<file path="src/rtl/uart_pkg.sv">
// Shared definitions for the UART receive path: frame FSM state encodings and default sizes.
package uart_pkg;

    localparam int unsigned OVERSAMPLE_DEF = 16;
    localparam int unsigned DATA_BITS_DEF  = 8;

    typedef logic [2:0] state_t;

    localparam state_t StIdle     = 3'd0;
    localparam state_t StStart    = 3'd1;
    localparam state_t StStartChk = 3'd2;
    localparam state_t StData     = 3'd3;
    localparam state_t StParity   = 3'd4;
    localparam state_t StStop     = 3'd5;
    localparam state_t StDone     = 3'd6;
    localparam state_t StBreak    = 3'd7;

endpackage

</file>
<file path="src/rtl/uart_rx_bit_timer.sv">
// Oversample tick counter and data-bit counter for the RX frame sequencer.
// Produces the mid-start and full-bit sample strobes.
module uart_rx_bit_timer #(
    parameter int unsigned OVERSAMPLE = 16,
    parameter int unsigned DATA_BITS  = 8,
    parameter int unsigned CNT_W      = 4
) (
    input  logic UCLK,
    input  logic reset,
    input  logic baud_tick,
    input  logic cnt_clr,
    input  logic cnt_en,
    input  logic bit_clr,
    input  logic bit_adv,
    output logic mid_tick,
    output logic full_tick,
    output logic last_bit
);

    localparam int unsigned BIT_W = (DATA_BITS > 1) ? $clog2(DATA_BITS) : 1;
    localparam logic [CNT_W-1:0] MidCnt  = CNT_W'(OVERSAMPLE / 2 - 1);
    localparam logic [CNT_W-1:0] FullCnt = CNT_W'(OVERSAMPLE - 1);
    localparam logic [BIT_W-1:0] LastBit = BIT_W'(DATA_BITS - 1);

    logic [CNT_W-1:0] tick_q, tick_d;
    logic [BIT_W-1:0] bit_q, bit_d;

    assign mid_tick  = baud_tick && (tick_q == MidCnt);
    assign full_tick = baud_tick && (tick_q == FullCnt);
    assign last_bit  = (bit_q == LastBit);

    // A clear that coincides with a counted tick lands at 1 so that tick is not lost.
    always_comb begin
        tick_d = tick_q;
        if (cnt_clr) begin
            tick_d = (cnt_en && baud_tick) ? CNT_W'(1) : '0;
        end else if (cnt_en && baud_tick) begin
            tick_d = (tick_q == FullCnt) ? '0 : tick_q + CNT_W'(1);
        end
    end

    always_comb begin
        bit_d = bit_q;
        if (bit_clr) begin
            bit_d = '0;
        end else if (bit_adv) begin
            bit_d = last_bit ? '0 : bit_q + BIT_W'(1);
        end
    end

    always_ff @(posedge UCLK or negedge reset) begin
        if (!reset) begin
            tick_q <= '0;
            bit_q  <= '0;
        end else begin
            tick_q <= tick_d;
            bit_q  <= bit_d;
        end
    end

endmodule

</file>
<file path="src/rtl/uart_rx_frame_ctrl.sv">
// UART receive frame sequencer: start detect, start-bit check handshake, data/parity/stop capture.
// Optional break detection is compiled in with UART_RX_BREAK_DETECT_EN.
module uart_rx_frame_ctrl
    import uart_pkg::*;
#(
    parameter int unsigned OVERSAMPLE = OVERSAMPLE_DEF,
    parameter int unsigned DATA_BITS  = DATA_BITS_DEF,
    parameter int unsigned CNT_W      = $clog2(OVERSAMPLE)
) (
    input  logic                 UCLK,
    input  logic                 reset,
    input  logic                 rx_en,
    input  logic                 baud_tick,
    input  logic                 rx_in,
    input  logic                 parity_en,
    input  logic                 parity_odd,
    input  logic                 start_bit_error,
    output logic                 chk_en,
    output logic                 sampled_bit,
    output logic [DATA_BITS-1:0] rx_data,
    output logic                 rx_valid,
    output logic                 parity_error,
    output logic                 frame_error,
    output logic                 busy
`ifdef UART_RX_BREAK_DETECT_EN
    ,
    output logic                 break_det
`endif
);

    state_t state_q, state_d;

    logic                 mid_tick, full_tick, last_bit;
    logic                 cnt_clr, bit_clr;
    logic                 data_tick, par_tick, stop_tick, publish;
    logic [DATA_BITS-1:0] shift_q;
    logic                 par_en_q, par_odd_q, par_err_q;
    logic                 sampled_q;
    logic [DATA_BITS-1:0] rx_data_q;
    logic                 parity_error_q, frame_error_q;

    uart_rx_bit_timer #(
        .OVERSAMPLE (OVERSAMPLE),
        .DATA_BITS  (DATA_BITS),
        .CNT_W      (CNT_W)
    ) u_bit_timer (
        .UCLK      (UCLK),
        .reset     (reset),
        .baud_tick (baud_tick),
        .cnt_clr   (cnt_clr),
        .cnt_en    (busy),
        .bit_clr   (bit_clr),
        .bit_adv   (data_tick),
        .mid_tick  (mid_tick),
        .full_tick (full_tick),
        .last_bit  (last_bit)
    );

    assign busy      = (state_q != StIdle);
    assign chk_en    = rx_en && (state_q == StStart) && mid_tick;
    assign data_tick = rx_en && (state_q == StData) && full_tick;
    assign par_tick  = rx_en && (state_q == StParity) && full_tick;
    assign stop_tick = rx_en && (state_q == StStop) && full_tick;

`ifdef UART_RX_BREAK_DETECT_EN
    logic brk_q, par_bit_q, brk_frame;

    assign brk_frame = (shift_q == '0) && !(par_en_q && par_bit_q) && !rx_in;
    assign publish   = stop_tick && !brk_frame;
    assign rx_valid  = (state_q == StDone) && !brk_q;
    assign break_det = (state_q == StDone) && brk_q;

    always_ff @(posedge UCLK or negedge reset) begin
        if (!reset) begin
            brk_q     <= 1'b0;
            par_bit_q <= 1'b0;
        end else begin
            if (par_tick) par_bit_q <= rx_in;
            if (stop_tick) brk_q <= brk_frame;
        end
    end
`else
    assign publish  = stop_tick;
    assign rx_valid = (state_q == StDone);
`endif

    always_comb begin
        state_d = state_q;
        cnt_clr = 1'b0;
        bit_clr = 1'b0;
        if (!rx_en) begin
            state_d = StIdle;
        end else begin
            unique case (state_q)
                StIdle: begin
                    if (!rx_in) begin
                        state_d = StStart;
                        cnt_clr = 1'b1;
                    end
                end
                StStart: if (mid_tick) state_d = StStartChk;
                // Checker result registered on entry to this state is valid now.
                StStartChk: begin
                    cnt_clr = 1'b1;
                    bit_clr = 1'b1;
                    state_d = start_bit_error ? StIdle : StData;
                end
                StData: begin
                    if (full_tick && last_bit) state_d = par_en_q ? StParity : StStop;
                end
                StParity: if (full_tick) state_d = StStop;
                StStop:   if (full_tick) state_d = StDone;
`ifdef UART_RX_BREAK_DETECT_EN
                StDone:  state_d = brk_q ? StBreak : StIdle;
                StBreak: if (rx_in) state_d = StIdle;
`else
                StDone:  state_d = StIdle;
`endif
                default: state_d = StIdle;
            endcase
        end
    end

    always_ff @(posedge UCLK or negedge reset) begin
        if (!reset) begin
            state_q <= StIdle;
        end else begin
            state_q <= state_d;
        end
    end

    always_ff @(posedge UCLK or negedge reset) begin
        if (!reset) begin
            shift_q        <= '0;
            par_en_q       <= 1'b0;
            par_odd_q      <= 1'b0;
            par_err_q      <= 1'b0;
            sampled_q      <= 1'b0;
            rx_data_q      <= '0;
            parity_error_q <= 1'b0;
            frame_error_q  <= 1'b0;
        end else begin
            if (chk_en || data_tick || par_tick || stop_tick) sampled_q <= rx_in;
            // Frame format is latched once so register writes mid-frame are harmless.
            if (chk_en) begin
                par_en_q  <= parity_en;
                par_odd_q <= parity_odd;
            end
            if (data_tick) shift_q <= {rx_in, shift_q[DATA_BITS-1:1]};
            if (par_tick) par_err_q <= ((^shift_q) ^ rx_in) != par_odd_q;
            if (publish) begin
                rx_data_q      <= shift_q;
                parity_error_q <= par_en_q && par_err_q;
                frame_error_q  <= ~rx_in;
            end
        end
    end

    assign sampled_bit  = sampled_q;
    assign rx_data      = rx_data_q;
    assign parity_error = parity_error_q;
    assign frame_error  = frame_error_q;

endmodule
</file>
<file path="config.mk">
export PLATFORM = sky130hd
export DESIGN_NAME = uart_rx_frame_ctrl
export DESIGN_NICKNAME = d
export VERILOG_FILES = /design/src/rtl/uart_pkg.sv /design/src/rtl/uart_rx_bit_timer.sv /design/src/rtl/uart_rx_frame_ctrl.sv
export SDC_FILE = /design/constraint.sdc
export NUM_CORES = 1
export LEC_CHECK = 0
export ABC_AREA = 1
export ABC_CLOCK_PERIOD_IN_PS = 2350
export BUFFER_PORTS_ARGS = -buffer_cell sky130_fd_sc_hd__buf_2
export CAP_MARGIN = 5
export CORE_AREA = 2 2 59 61
export CTS_CLUSTER_SIZE = 40
export DETAILED_ROUTE_END_ITERATION = 8
export DIE_AREA = 0 0 61 63
export GPL_TIMING_DRIVEN = 0
export PLACE_DENSITY_LB_ADDON = 0.25
export SLEW_MARGIN = 20
export SYNTH_ARGS = -nofsm -noshare
export SYNTH_HDL_FRONTEND = slang
export SYNTH_HIERARCHICAL = 1
export SYNTH_SLANG_ARGS = --single-unit
export TNS_END_PERCENT = 100
</file>
<file path="constraint.sdc">
create_clock -name UCLK -period 2.35 [get_ports UCLK]
set_input_delay 0.47 -clock UCLK [delete_from_list [all_inputs] [get_ports UCLK]]
set_output_delay 0.47 -clock UCLK [all_outputs]
set_load 0.01 [all_outputs]
</file>
# Word level (Yosys, flattened, before mapping)
# Index checks and enable logic that the tools add are counted.
[classes]
n_reduce_logical = 22
n_bitwise = 2
muxes = 21
n_eq_ne = 15
n_addsub = 2
[op_table]
columns = ["op", "n"]
rows = [
  ["$mux W3", 9],
  ["$pmux W3 S6", 1],
  ["$logic_and A1 B1 Y1", 13],
  ["$eq A3 B3 Y1 const B", 4],
  ["$mux W4", 3],
  ["$ne A3 B3 Y1 const B", 4],
  ["$reduce_xor A8 Y1", 1],
  ["$eq A3 B2 Y1 const B", 2],
  ["$mux W1", 6],
  ["$reduce_and A5 Y1", 1],
  ["$add A4 B1 Y4 const B", 1],
  ["$eq A4 B3 Y1 const B", 1],
  ["$eq A4 B4 Y1 const B", 1],
  ["$reduce_bool A2 Y1", 2],
  ["$add A3 B1 Y3 const B", 1],
  ["$eq A3 B1 Y1 const B", 1],
  ["$logic_not A3 Y1", 1],
  ["$logic_or A1 B1 Y1", 3],
  ["$ne A3 B2 Y1 const B", 1],
  ["$reduce_bool A3 Y1", 1],
  ["$mux W2", 1],
  ["$pmux W1 S2", 1],
  ["$ne A1 B1 Y1", 1],
  ["$not A1 Y1", 1],
  ["$xor A1 B1 Y1", 1],
]
[totals]
out_inout_bits = 14
elab_cells = 73
inputBits = 8
reg_bits = 32

# Depth between registers and ports, before layout
# Gate-level depths: netlist of the first run.
[logic_depth]
word_depth = 6
mapped_depth = 10
mapped_depth_nobuf = 10

# Hierarchy
# The synthesis of the first run kept the hierarchy.
[modules_own_cells]
columns = ["mod", "cells_per_inst", "n_inst", "seq_area_each_um2", "area_each_um2"]
rows = [
  ["uart_rx_frame_ctrl", 167, 1, 625.6, 1308.8],
  ["uart_rx_bit_timer", 57, 1, 175.2, 426.7],
]

# Least setup slack after synthesis of the first run
# Ideal clock, no wire load.
[synth_timing]
path_kind = "reg-to-reg"
startpoint = "reg u_bit_timer.tick_q[0]"
endpoint = "reg u_bit_timer.bit_q[1]"
stages_incl_launch_ff = 9
required_ns = 2.231
setup_ns = 0.119
period_less_slack_ns = 1.627
arrival_ns = 1.509
slack_ns = 0.723
path_buffers = 1
cell_sequence = "dfrtp_1 > ha_1 > nand3_2 > nor2_1 > nand2_2 > nor2_4 > buf_4 > or2_1 > o21ai_2"
[synth_between]
elab_chain_len = 4
[synth_lines]
columns = ["item", "line", "rtl"]
rows = [
  ["start: declaration", "uart_rx_bit_timer.sv:25", "logic [CNT_W-1:0] tick_q, tick_d;"],
  ["start signal: assignment", "uart_rx_bit_timer.sv:56", "tick_q <= tick_d;"],
  ["$eq A4 B4 Y1", "uart_rx_bit_timer.sv:29", "assign full_tick = baud_tick && (tick_q == FullCnt);"],
  ["$logic_and A1 B1 Y1", "uart_rx_bit_timer.sv:29", ""],
  ["net full_tick", "uart_rx_frame_ctrl.sv:33", "logic mid_tick, full_tick, last_bit;"],
  ["$logic_and A1 B1 Y1", "uart_rx_frame_ctrl.sv:61", "assign data_tick = rx_en && (state_q == StData) && full_tick;"],
  ["net data_tick", "uart_rx_frame_ctrl.sv:35", "logic data_tick, par_tick, stop_tick, publish;"],
  ["$reduce_bool A2 Y1 (no source line)", "--", ""],
  ["end signal: assignment", "uart_rx_bit_timer.sv:57", "bit_q <= bit_d;"],
  ["end: declaration", "uart_rx_bit_timer.sv:26", "logic [BIT_W-1:0] bit_q, bit_d;"],
]
# The timed path passes the listed nets, and every way through them passes these cells.
# A chain may end at the register's enable or synchronous reset.

# Worst setup path after layout of the first run
[layout_timing]
startpoint = "reg u_bit_timer.tick_q[0]"
endpoint = "out chk_en"
[layout_between]
elab_chain_len = 3
[layout_lines]
columns = ["item", "line", "rtl"]
rows = [
  ["$eq A4 B3 Y1", "uart_rx_bit_timer.sv:28", "assign mid_tick = baud_tick && (tick_q == MidCnt);"],
  ["$logic_and A1 B1 Y1", "uart_rx_bit_timer.sv:28", ""],
  ["net mid_tick", "uart_rx_frame_ctrl.sv:33", ""],
  ["$logic_and A1 B1 Y1", "uart_rx_frame_ctrl.sv:60", "assign chk_en = rx_en && (state_q == StStart) && mid_tick;"],
  ["end: declaration", "uart_rx_frame_ctrl.sv:18", "output logic chk_en,"],
]
# The timed path passes the listed nets, and every way through them passes these cells.

==> results of run 1 <==
==> cell type report <==
type	count	area share
flip-flops and latches	32	0.4087
multi-input cells	156	0.3940
inverters	33	0.06577
repair buffers	21	0.05364
well taps	46	0.02937
clock buffers	6	0.02618
plain buffers	3	0.01724
clock inverters	2	0.005109
==> per-stage QoR <==
stage	worst slack (ns)	total power, W	area (um2)
6_report	0.2104	0.001446	1959
5_1_grt	0.04490	0.001570	1959
4_1_cts	0.1960	0.001459	1959
3_5_place_dp	0.4083	0.001126	1898
3_3_place_gp	0.4142	0.001119	1898
2_1_floorplan	0.7227	0.001018	1735
==> routing by layer <==
metal / vias up / share of wire / track usage
met5: - / 0 / 0
met4: 0 / 0.012 / 0.06793
met3: 5 / 0.029 / 0.04969
met2: 21 / 0.45 / 0.3065
met1: 657 / 0.50 / 0.2715
li1: 754 / - / -
==> power groups by stage <==
stage	Combinational [W]	Sequential, W	Clock, W
floorplan	0.000326	0.000692	0
global placement	0.000422	0.000697	0
detailed placement	0.000427	0.000700	0
CTS	0.000429	0.000689	0.000341
global route	0.000502	0.000703	0.000365
finish	0.000425	0.000689	0.000332
==> placed cells by master, fill, tap and decap left out, types with 2 or more instances in the layout <==
master / netlist / final
dfrtp_1: 32 / 32
clkbuf_4: 0 / 5
inv_2: 2 / 2
nand3_2: 4 / 4
a21oi_1: 10 / 10
nand2_1: 70 / 70
o21ai_1: 6 / 6
nor2_4: 2 / 2
inv_4: 2 / 2
o21ai_2: 2 / 2
inv_1: 29 / 29
nor2_1: 23 / 23
o21ai_0: 11 / 11
nand4_1: 2 / 2
ha_1: 3 / 3
nand2_2: 2 / 2
nand3_1: 11 / 11
clkinv_2: 0 / 2
buf_2: 0 / 21
==> cells by family (layout without fill, tap and decap cells) <==
family	after synthesis	after routing	synth area share
buf+inv	36	65	0.09372
fa+ha+maj	3	3	0.02163
xor+xnor	2	2	0.01010
simple gates	119	119	0.3115
flops	32	32	0.4614
compound gates	32	32	0.1017
==> sequential cells by signal, indices dropped and copies added, names as in the netlist <==
register	count
shift_q	8
par_odd_q	1
rx_data	8
frame_error	1
u_bit_timer/tick_q	4
par_en_q	1
sampled_bit	1
u_bit_timer/bit_q	3
state_q	3
par_err_q	1
parity_error	1
==> critical path, delay by kind of cell, from the launching register on <==
family / cells / cell delay [ns]
and+or+nand+nor: 3 / 0.47
DFF: 1 / 0.41
buffers and inverters: 2 / 0.24
adders and majority gates: 1 / 0.22
==> worst max path at each step <==
stage | start | endpoint | slack (ns) | cells after the start
2_1_floorplan | u_bit_timer/tick_q[0]$_DFFE_PN0P_ | u_bit_timer/bit_q[1]$_DFFE_PN0P_ | 0.72 | 8
3_3_place_gp | rx_in | u_bit_timer/tick_q[0]$_DFFE_PN0P_ | 0.41 | 7
3_5_place_dp | rx_in | u_bit_timer/tick_q[1]$_DFFE_PN0P_ | 0.41 | 7
4_1_cts | u_bit_timer/tick_q[0]$_DFFE_PN0P_ | chk_en | 0.20 | 6
5_1_grt | u_bit_timer/tick_q[0]$_DFFE_PN0P_ | chk_en | 0.04 | 6
6_report | u_bit_timer/tick_q[0]$_DFFE_PN0P_ | chk_en | 0.21 | 6
==> impl_metrics.toml, run 1 <==
[run_status]
status = "finished, final reports clean"

[logic_synthesis]
ys.flop_type = "dfrtp_1"
synth_top_cell_by_area = "dfrtp_1"
synthArstFlopShare = 1.000
synth_nets = 235
synth_top_cells_by_area = "dfrtp_1 46%, nand2_1 15%, inv_1 6.3%, nor2_1 5.0%, nand3_1 3.2%"
avgSynthCellArea_um2 = 7.747
ys.warnings.count = 6
synth_edf_count = 0
synth_cell_types = 29
synth_top_area_share = 0.4614
seq_area_frac_synth = 0.4614
syn_inst = 224
synth_area_mm2 = 0.001735
synth_common_cells = "70 x nand2_1, 32 x dfrtp_1, 29 x inv_1, 23 x nor2_1"
synth_seq_cells = 32
yosysMostFrequentCell = "nand2_1"

[clock_network]
ctsResizeCount = 0
post_cts_buffers = 0
cts.clk_slew.worst_paths_ns = 0.10
cts_tree = "yes"
ctsHoldBuffers = 0
cts.sinks = 32
cts_root_buf = "clkbuf_4"
ctsHtreeMaxLevel = 2
insertion_delay_ns = 0.33
clk_path_buf_depth = 2
cts_buffers = 5

[setup_path]
critPathKind = "reg2out"
reg2reg_slack_ns = 0.47
rr_endpoint = "u_bit_timer/bit_q[1]$_DFFE_PN0P_"
start_kind = "flip-flop"
critPathMostFrequentCell = "nand2_1"
rr_startpoint = "u_bit_timer/tick_q[0]$_DFFE_PN0P_"
worstPathRequired_ns = 1.88
critPathArrivalTime_ns = 1.67
cp_max_fo = 5
reg2reg_depth = 8
max_stage_delay_ns = 0.41
cp_cell_sequence = "ha_1 -> nand2_1 -> nor3_1 -> nand2_1 -> inv_1 -> buf_2"
crit_path_top_delay_cell = "dfrtp_1"
end_kind = "primary output"

[timing]
rsz0062_at_grt = "no"
finalHoldViolCount = 0
fin_worst_skew_ns = 0.009362
tns_ns = 0
setup_viol = 0
finalCriticalPeriod_ns = 2.140
max_freq_mhz = 467.4
drv_slew = 0
maxSlewHeadroom = 0.4109
hold-worst-slack_ns = 0.1714
tightestPinTransition_ns = 0.8614
period_share = 0.9104

[worst_hold_path]
min_path_type = "in2async"

[floorplan]
die_y_um = 63
rows = 21
dieArea_mm2 = 0.003843
coreArea_mm2 = 0.003232
initial_core_util = 0.5370
die_w_um = 61
ios = 22

[power]
power_frac_seq = 0.476
internal-power_w = 0.0009217
leakagePower_nw = 1.092
ir_drop_mv = 0.4418
power_per_cell_area_mw_per_mm2 = 738.1
p_clk_frac = 0.229
power_frac_comb = 0.294
p_sw_frac = 0.3627
power_switching_w = 0.0005244

[cells_and_area]
fill_cells = 302
drive_gt1_frac = 0.1897
n_antenna_cell = 0
fin_util = 0.6063
register_area_um2 = 800.8
final_cells = 299
fin_nets = 263
multi_input_area_um2 = 772.0
syn_to_final_growth_pct = 12.91

[route]
viasPerCell = 4.806
route.vias.total = 1437
finalWirelength_um = 3209
drc = 0
drt-initial-drc-count = 62
routedWlPerCell_um = 10.73
final_antenna_net_count = 0
dr.pass1.iters = 4

[global_route]
grt_pass1_vias = 1397
grt_max_degree = 33
grt_pass1_wl_um = 5796
antenna_found_initial = 0
grt_overflow_total = 0
grt_use_total = 0.1994

[placement]
placed_cells = 291
gp_congestion = 0.7936
post-dp-hpwl_um = 2341
numPortBuffers = 21

[run]
drv_cap = 0
Power figures use the tool's default switching activity.
==> inputs of run 2 (changes only) <==
Settings changed: CELL_PAD_IN_SITES_DETAIL_PLACEMENT set to 0, CELL_PAD_IN_SITES_GLOBAL_PLACEMENT set to 1, CORE_AREA 2 2 59 61 to 2 2 68 70, DIE_AREA 0 0 61 63 to 0 0 70 72.
==> impl_metrics.toml, run 2 (synthesis gave the netlist of run 1 again) <==
[placement]
dpl_cell_area_mm2 = 0.001906
numPortBuffers = 21
post-dp-hpwl_um = 2531
gp_congestion = 0.7806

[floorplan]
die_y_um = 72
initial_core_util = 0.4070
ios = 22
dieArea_mm2 = 0.005040
die_w_um = 70
rows = 24
coreArea_mm2 = 0.004264

[setup_path]
critPathKind = "reg2out"
end_kind = "primary output"
critPathArrivalTime_ns = 1.65
cp_max_fo = 5
start_kind = "flip-flop"
worstPathRequired_ns = 1.88

[timing]
finalCriticalPeriod_ns = 2.124
max_freq_mhz = 470.8
setup_viol = 0
maxSlewHeadroom = 0.4057
tns_ns = 0
drv_slew = 0
tightestPinTransition_ns = 0.8689
period_share = 0.9038
fin_worst_skew_ns = 0.002486
finalHoldViolCount = 0
rsz0062_at_grt = "no"

[global_route]
antenna_found_initial = 0
grt_overflow_total = 0
grt_max_degree = 33
grt_pass1_vias = 1398
grt_pass1_wl_um = 6223
grt_use_total = 0.1584

[clock_network]
insertion_delay_ns = 0.28
ctsResizeCount = 0
ctsHtreeMaxLevel = 2
post_cts_buffers = 0
cts_tree = "yes"
cts_root_buf = "clkbuf_8"
cts.clk_slew.worst_paths_ns = 0.07
ctsHoldBuffers = 0
clk_path_buf_depth = 2
cts.sinks = 32
cts_buffers = 5

[route]
final_antenna_net_count = 0
route.vias.total = 1427
routedWlPerCell_um = 11.40
drt-initial-drc-count = 71
finalWirelength_um = 3478
viasPerCell = 4.679
dr.pass1.iters = 4
drc = 0

[run]
drv_cap = 0

[cells_and_area]
syn_to_final_growth_pct = 16.01
drive_gt1_frac = 0.1858
fin_util = 0.4721
mostFrequentLayoutCell = "nand2_1"
final_area_mm2 = 0.002013
n_antenna_cell = 0
fin_nets = 263
layout_common_cells = "70 x nand2_1, 32 x dfrtp_1, 29 x inv_1"

[worst_hold_path]
min_path_type = "in2async"

[run_status]
status = "finished, final reports clean"

[power]
leakagePower_nw = 1.109
power_per_cell_area_mw_per_mm2 = 817.2
ir_drop_mv = 0.3601
==> run 2: changes by cell type in the layout (fill, tap and decap cells not counted) <==
cell | before | now
clkbuf_1 | 0 | 1
bufinv_16 | 0 | 1
clkbuf_4 | 5 | 0
clkbuf_8 | 1 | 5
clkinv_2 | 2 | 1
==> run 2: path summary, 6_finish.rpt <==
kind,slack (ns),endpoint,depth (start not counted),start
max,0.23,chk_en,6,u_bit_timer/tick_q[0]$_DFFE_PN0P_
min,0.24,rx_data[0]$_DFFE_PN0P_,1,reset
max reg2reg,0.48,u_bit_timer/bit_q[1]$_DFFE_PN0P_,8,u_bit_timer/tick_q[0]$_DFFE_PN0P_
min reg2reg,0.51,shift_q[1]$_DFFE_PN0P_,2,shift_q[2]$_DFFE_PN0P_
max in group asynchronous,1.63,sampled_bit$_DFFE_PN0P_,1,reset
min in group UCLK,0.38,par_odd_q$_DFFE_PN0P_,3,parity_odd
==> run 2: stage by stage <==
step	std cells	worst slack [ns]	hold slack [ns]	power, W
floorplan	224	0.7227	0.1744	0.001018
global placement	297	0.3277	0.4951	0.001133
detailed placement	297	0.3947	0.4957	0.001138
CTS	305	0.1985	0.2711	0.001669
global route	305	0.03828	0.2981	0.001765
finish	305	0.2261	0.2411	0.001645
==> run 2: routing by layer <==
metal	track usage	share of wire	vias up
met5	0	0	-
met4	0.07906	0.014	0
met3	0.04306	0.038	6
met2	0.2423	0.46	27
met1	0.2085	0.49	637
li1	-	-	757
==> run 2: worst max-delay path, stage by stage (launching register included) <==
cell and delay, ns:
dfrtp_1 0.41, ha_1 0.22, nand2_1 0.08, nor3_1 0.21, nand2_1 0.19, inv_1 0.12
buf_2 0.13
==> run 2: cell type report <==
type	count	area, um2
Sequential cell	32	800.8
Clock inverter	2	35.03
Inverter	33	128.9
Clock buffer	6	72.57
Multi-Input combinational cell	156	772.0
Buffer	3	33.78
Timing Repair Buffer	21	105.1
Fill cell	445	2251
Tap cell	52	65.06
==> run 2: where the power goes <==
group | internal, W | switching [W] | total [W]
Combinational | 0.000159 | 0.000272 | 0.000431
Clock | 0.000314 | 0.000209 | 0.000524
Sequential | 0.000622 | 0.0000680 | 0.000690
Total | 0.00110 | 0.000550 | 0.00165
==> inputs of run 3 (changes only) <==
Settings changed: ABC_AREA 1 to unset, CORE_AREA 2 2 68 70 to 2 2 64 66, DIE_AREA 0 0 70 72 to 0 0 66 68.
==> impl_metrics.toml, run 3 <==
[cells_and_area]
fin_nets = 179
layout_common_cells = "32 x dfrtp_1, 24 x buf_2, 15 x mux2_2"
n_antenna_cell = 0
syn_to_final_growth_pct = 15.04
drive_gt1_frac = 0.3393
mostFrequentLayoutCell = "dfrtp_1"

[setup_path]
path_buf_inv = 2
cp_cell_sequence = "ha_1 -> nand3_1 -> nor2_1 -> nand3_1 -> inv_1 -> buf_2"
critical-path-top-delay-family = "simple AND/OR/NAND/NOR gates"
max_stage_delay_ns = 0.41
cp_max_fo = 5
critPathKind = "reg2out"
critPathMostFrequentCell = "nand3_1"
critPathArrivalTime_ns = 1.65
start_kind = "flip-flop"
crit_path_top_delay_cell = "dfrtp_1"
end_kind = "primary output"
worstPathRequired_ns = 1.88

[power]
ir_drop_mv = 0.3476
power.total_w = 0.001410
leakagePower_nw = 0.9700
power_per_cell_area_mw_per_mm2 = 751.8

[route]
viasPerCell = 5.106
dr.pass1.iters = 6
drc = 0
dr.max_layer_used = "met4"
met2WireLength_um = 1552
drt-initial-drc-count = 40
route.vias.total = 1113
met1_length_um = 1450
final_antenna_net_count = 0
met3_length_um = 111
routedWlPerCell_um = 14.51
finalWirelength_um = 3164

[logic_synthesis]
synth_edf_count = 0
synth_area_mm2 = 0.001630
avgSynthCellArea_um2 = 11.65
synth_top_cells_by_area = "dfrtp_1 49%, mux2_2 10%, mux2_4 5.5%, xnor2_1 3.8%, nand2_1 3.0%"
synthArstFlopShare = 1.000
synth_top_area_share = 0.4912
synth_nets = 151
yosysMostFrequentCell = "dfrtp_1"
synth_cell_types = 31
syn_inst = 140
synth_common_cells = "32 x dfrtp_1, 15 x mux2_2, 13 x nand2_1, 12 x nor2_1"
synth_seq_cells = 32
ys.warnings.count = 6
seq_area_frac_synth = 0.4912
synth_top_cell_by_area = "dfrtp_1"
ys.flop_type = "dfrtp_1"

[timing]
fin_worst_skew_ns = 0.004114
hold-worst-slack_ns = 0.2382
max_freq_mhz = 471.5
rsz0062_at_grt = "no"
tns_ns = 0
tightestPinTransition_ns = 0.6936
setup_viol = 0
period_share = 0.9026
finalCriticalPeriod_ns = 2.121
drv_slew = 0
maxSlewHeadroom = 0.5376
finalHoldViolCount = 0

[global_route]
grt_overflow_total = 0
grt_max_degree = 33
grt_use_total = 0.1689
grt_pass1_vias = 1165
antenna_found_initial = 0
grt_pass1_wl_um = 5444

[clock_network]
ctsHtreeMaxLevel = 2
cts_tree = "yes"
cts_root_buf = "clkbuf_8"
ctsHoldBuffers = 0
post_cts_buffers = 0
ctsResizeCount = 0
insertion_delay_ns = 0.28
cts_buffers = 5
clk_path_buf_depth = 2
cts.sinks = 32
cts.clk_slew.worst_paths_ns = 0.06

[floorplan]
coreArea_mm2 = 0.003856
initial_core_util = 0.4228
dieArea_mm2 = 0.004488
rows = 23
die_w_um = 66
ios = 22
die_y_um = 68

[placement]
gp_congestion = 0.7833
numPortBuffers = 21
post-dp-hpwl_um = 2299

[run_status]
status = "finished, final reports clean"

[run]
drv_cap = 0

[worst_hold_path]
min_path_type = "in2async"
==> run 3: changes by cell type in the layout (fill, tap and decap cells not counted), moves of 8 or more <==
cell     before  now
nor2_1       23   12
o21ai_0      11    3
inv_1        29    6
nand2_1      70   13
mux2_2        0   15
==> run 3: worst register-to-register path: cells and delay by family, from the launching register on <==
kind | cells | cell delay [ns]
compound gates | 1 | 0.21
fa+ha+maj | 1 | 0.27
simple gates | 3 | 0.21
flops | 1 | 0.42
mux | 2 | 0.61
buf+inv | 1 | 0.18
==> run 3: worst paths after layout <==
check	start	endpoint	slack [ns]	cells past startpoint
worst min-delay path	reset	par_err_q$_DFFE_PN0P_	0.24	1
worst max-delay path	u_bit_timer/tick_q[0]$_DFFE_PN0P_	chk_en	0.23	6
worst max register to register	u_bit_timer/tick_q[0]$_DFFE_PN0P_	sampled_bit$_DFFE_PN0P_	0.34	8
min in group UCLK	parity_odd	par_odd_q$_DFFE_PN0P_	0.44	2
worst min register to register	frame_error$_DFFE_PN0P_	frame_error$_DFFE_PN0P_	0.48	2
max in group asynchronous	reset	state_q[1]$_DFFE_PN0P_	1.66	1
==> run 3: final cells by class <==
class	count	area [um2]
flip-flops and latches	32	800.8
plain buffers	5	37.54
multi-input cells	97	769.5
well taps	50	62.56
repair buffers	21	105.1
inverters	6	22.52
fillers	368	1981
clock inverters	1	5.005
clock buffers	6	72.57
==> run 3: per-layer routing <==
layer	vias to the layer above	GRT usage
met5	-	0
li1	546	-
met4	0	0.09184
met1	545	0.2080
met3	4	0.03947
met2	18	0.2765
==> run 3: stage by stage <==
| stage | std cells | instance area, um2 | util | worst slack, ns |
|---|---|---|---|---|
| after floorplan | 140 | 1630 | - | 0.4618 |
| after global placement | 211 | 1798 | 0.4663 | 0.3586 |
| after detailed placement | 211 | 1798 | 0.4663 | 0.3342 |
| final | 218 | 1876 | 0.4864 | 0.2290 |
| after CTS | 218 | 1876 | 0.4864 | 0.2343 |
| after global routing | 218 | 1876 | 0.4864 | 0.09634 |
==> run 3: logic make-up (layout without fill, tap and decap cells) <==
group / after synthesis / count (layout) / synth area share
DFF: 32 / 32 / 0.4912
xor gates and xnor gates: 9 / 9 / 0.05679
muxes: 24 / 24 / 0.1773
adders and majority gates: 3 / 3 / 0.02303
and+or+nand+nor: 45 / 45 / 0.1535
AOI/OAI and AO/OA: 16 / 16 / 0.06139
buffers and inverters: 11 / 39 / 0.03683
==> run 3: report_power, final <==
group / leakage, nW / total, W / internal (W) / switching, W
Clock: 0.0410 / 0.000379 / 0.000201 / 0.000179
Sequential: 0.441 / 0.000654 / 0.000599 / 0.0000549
Combinational: 0.488 / 0.000377 / 0.000153 / 0.000224
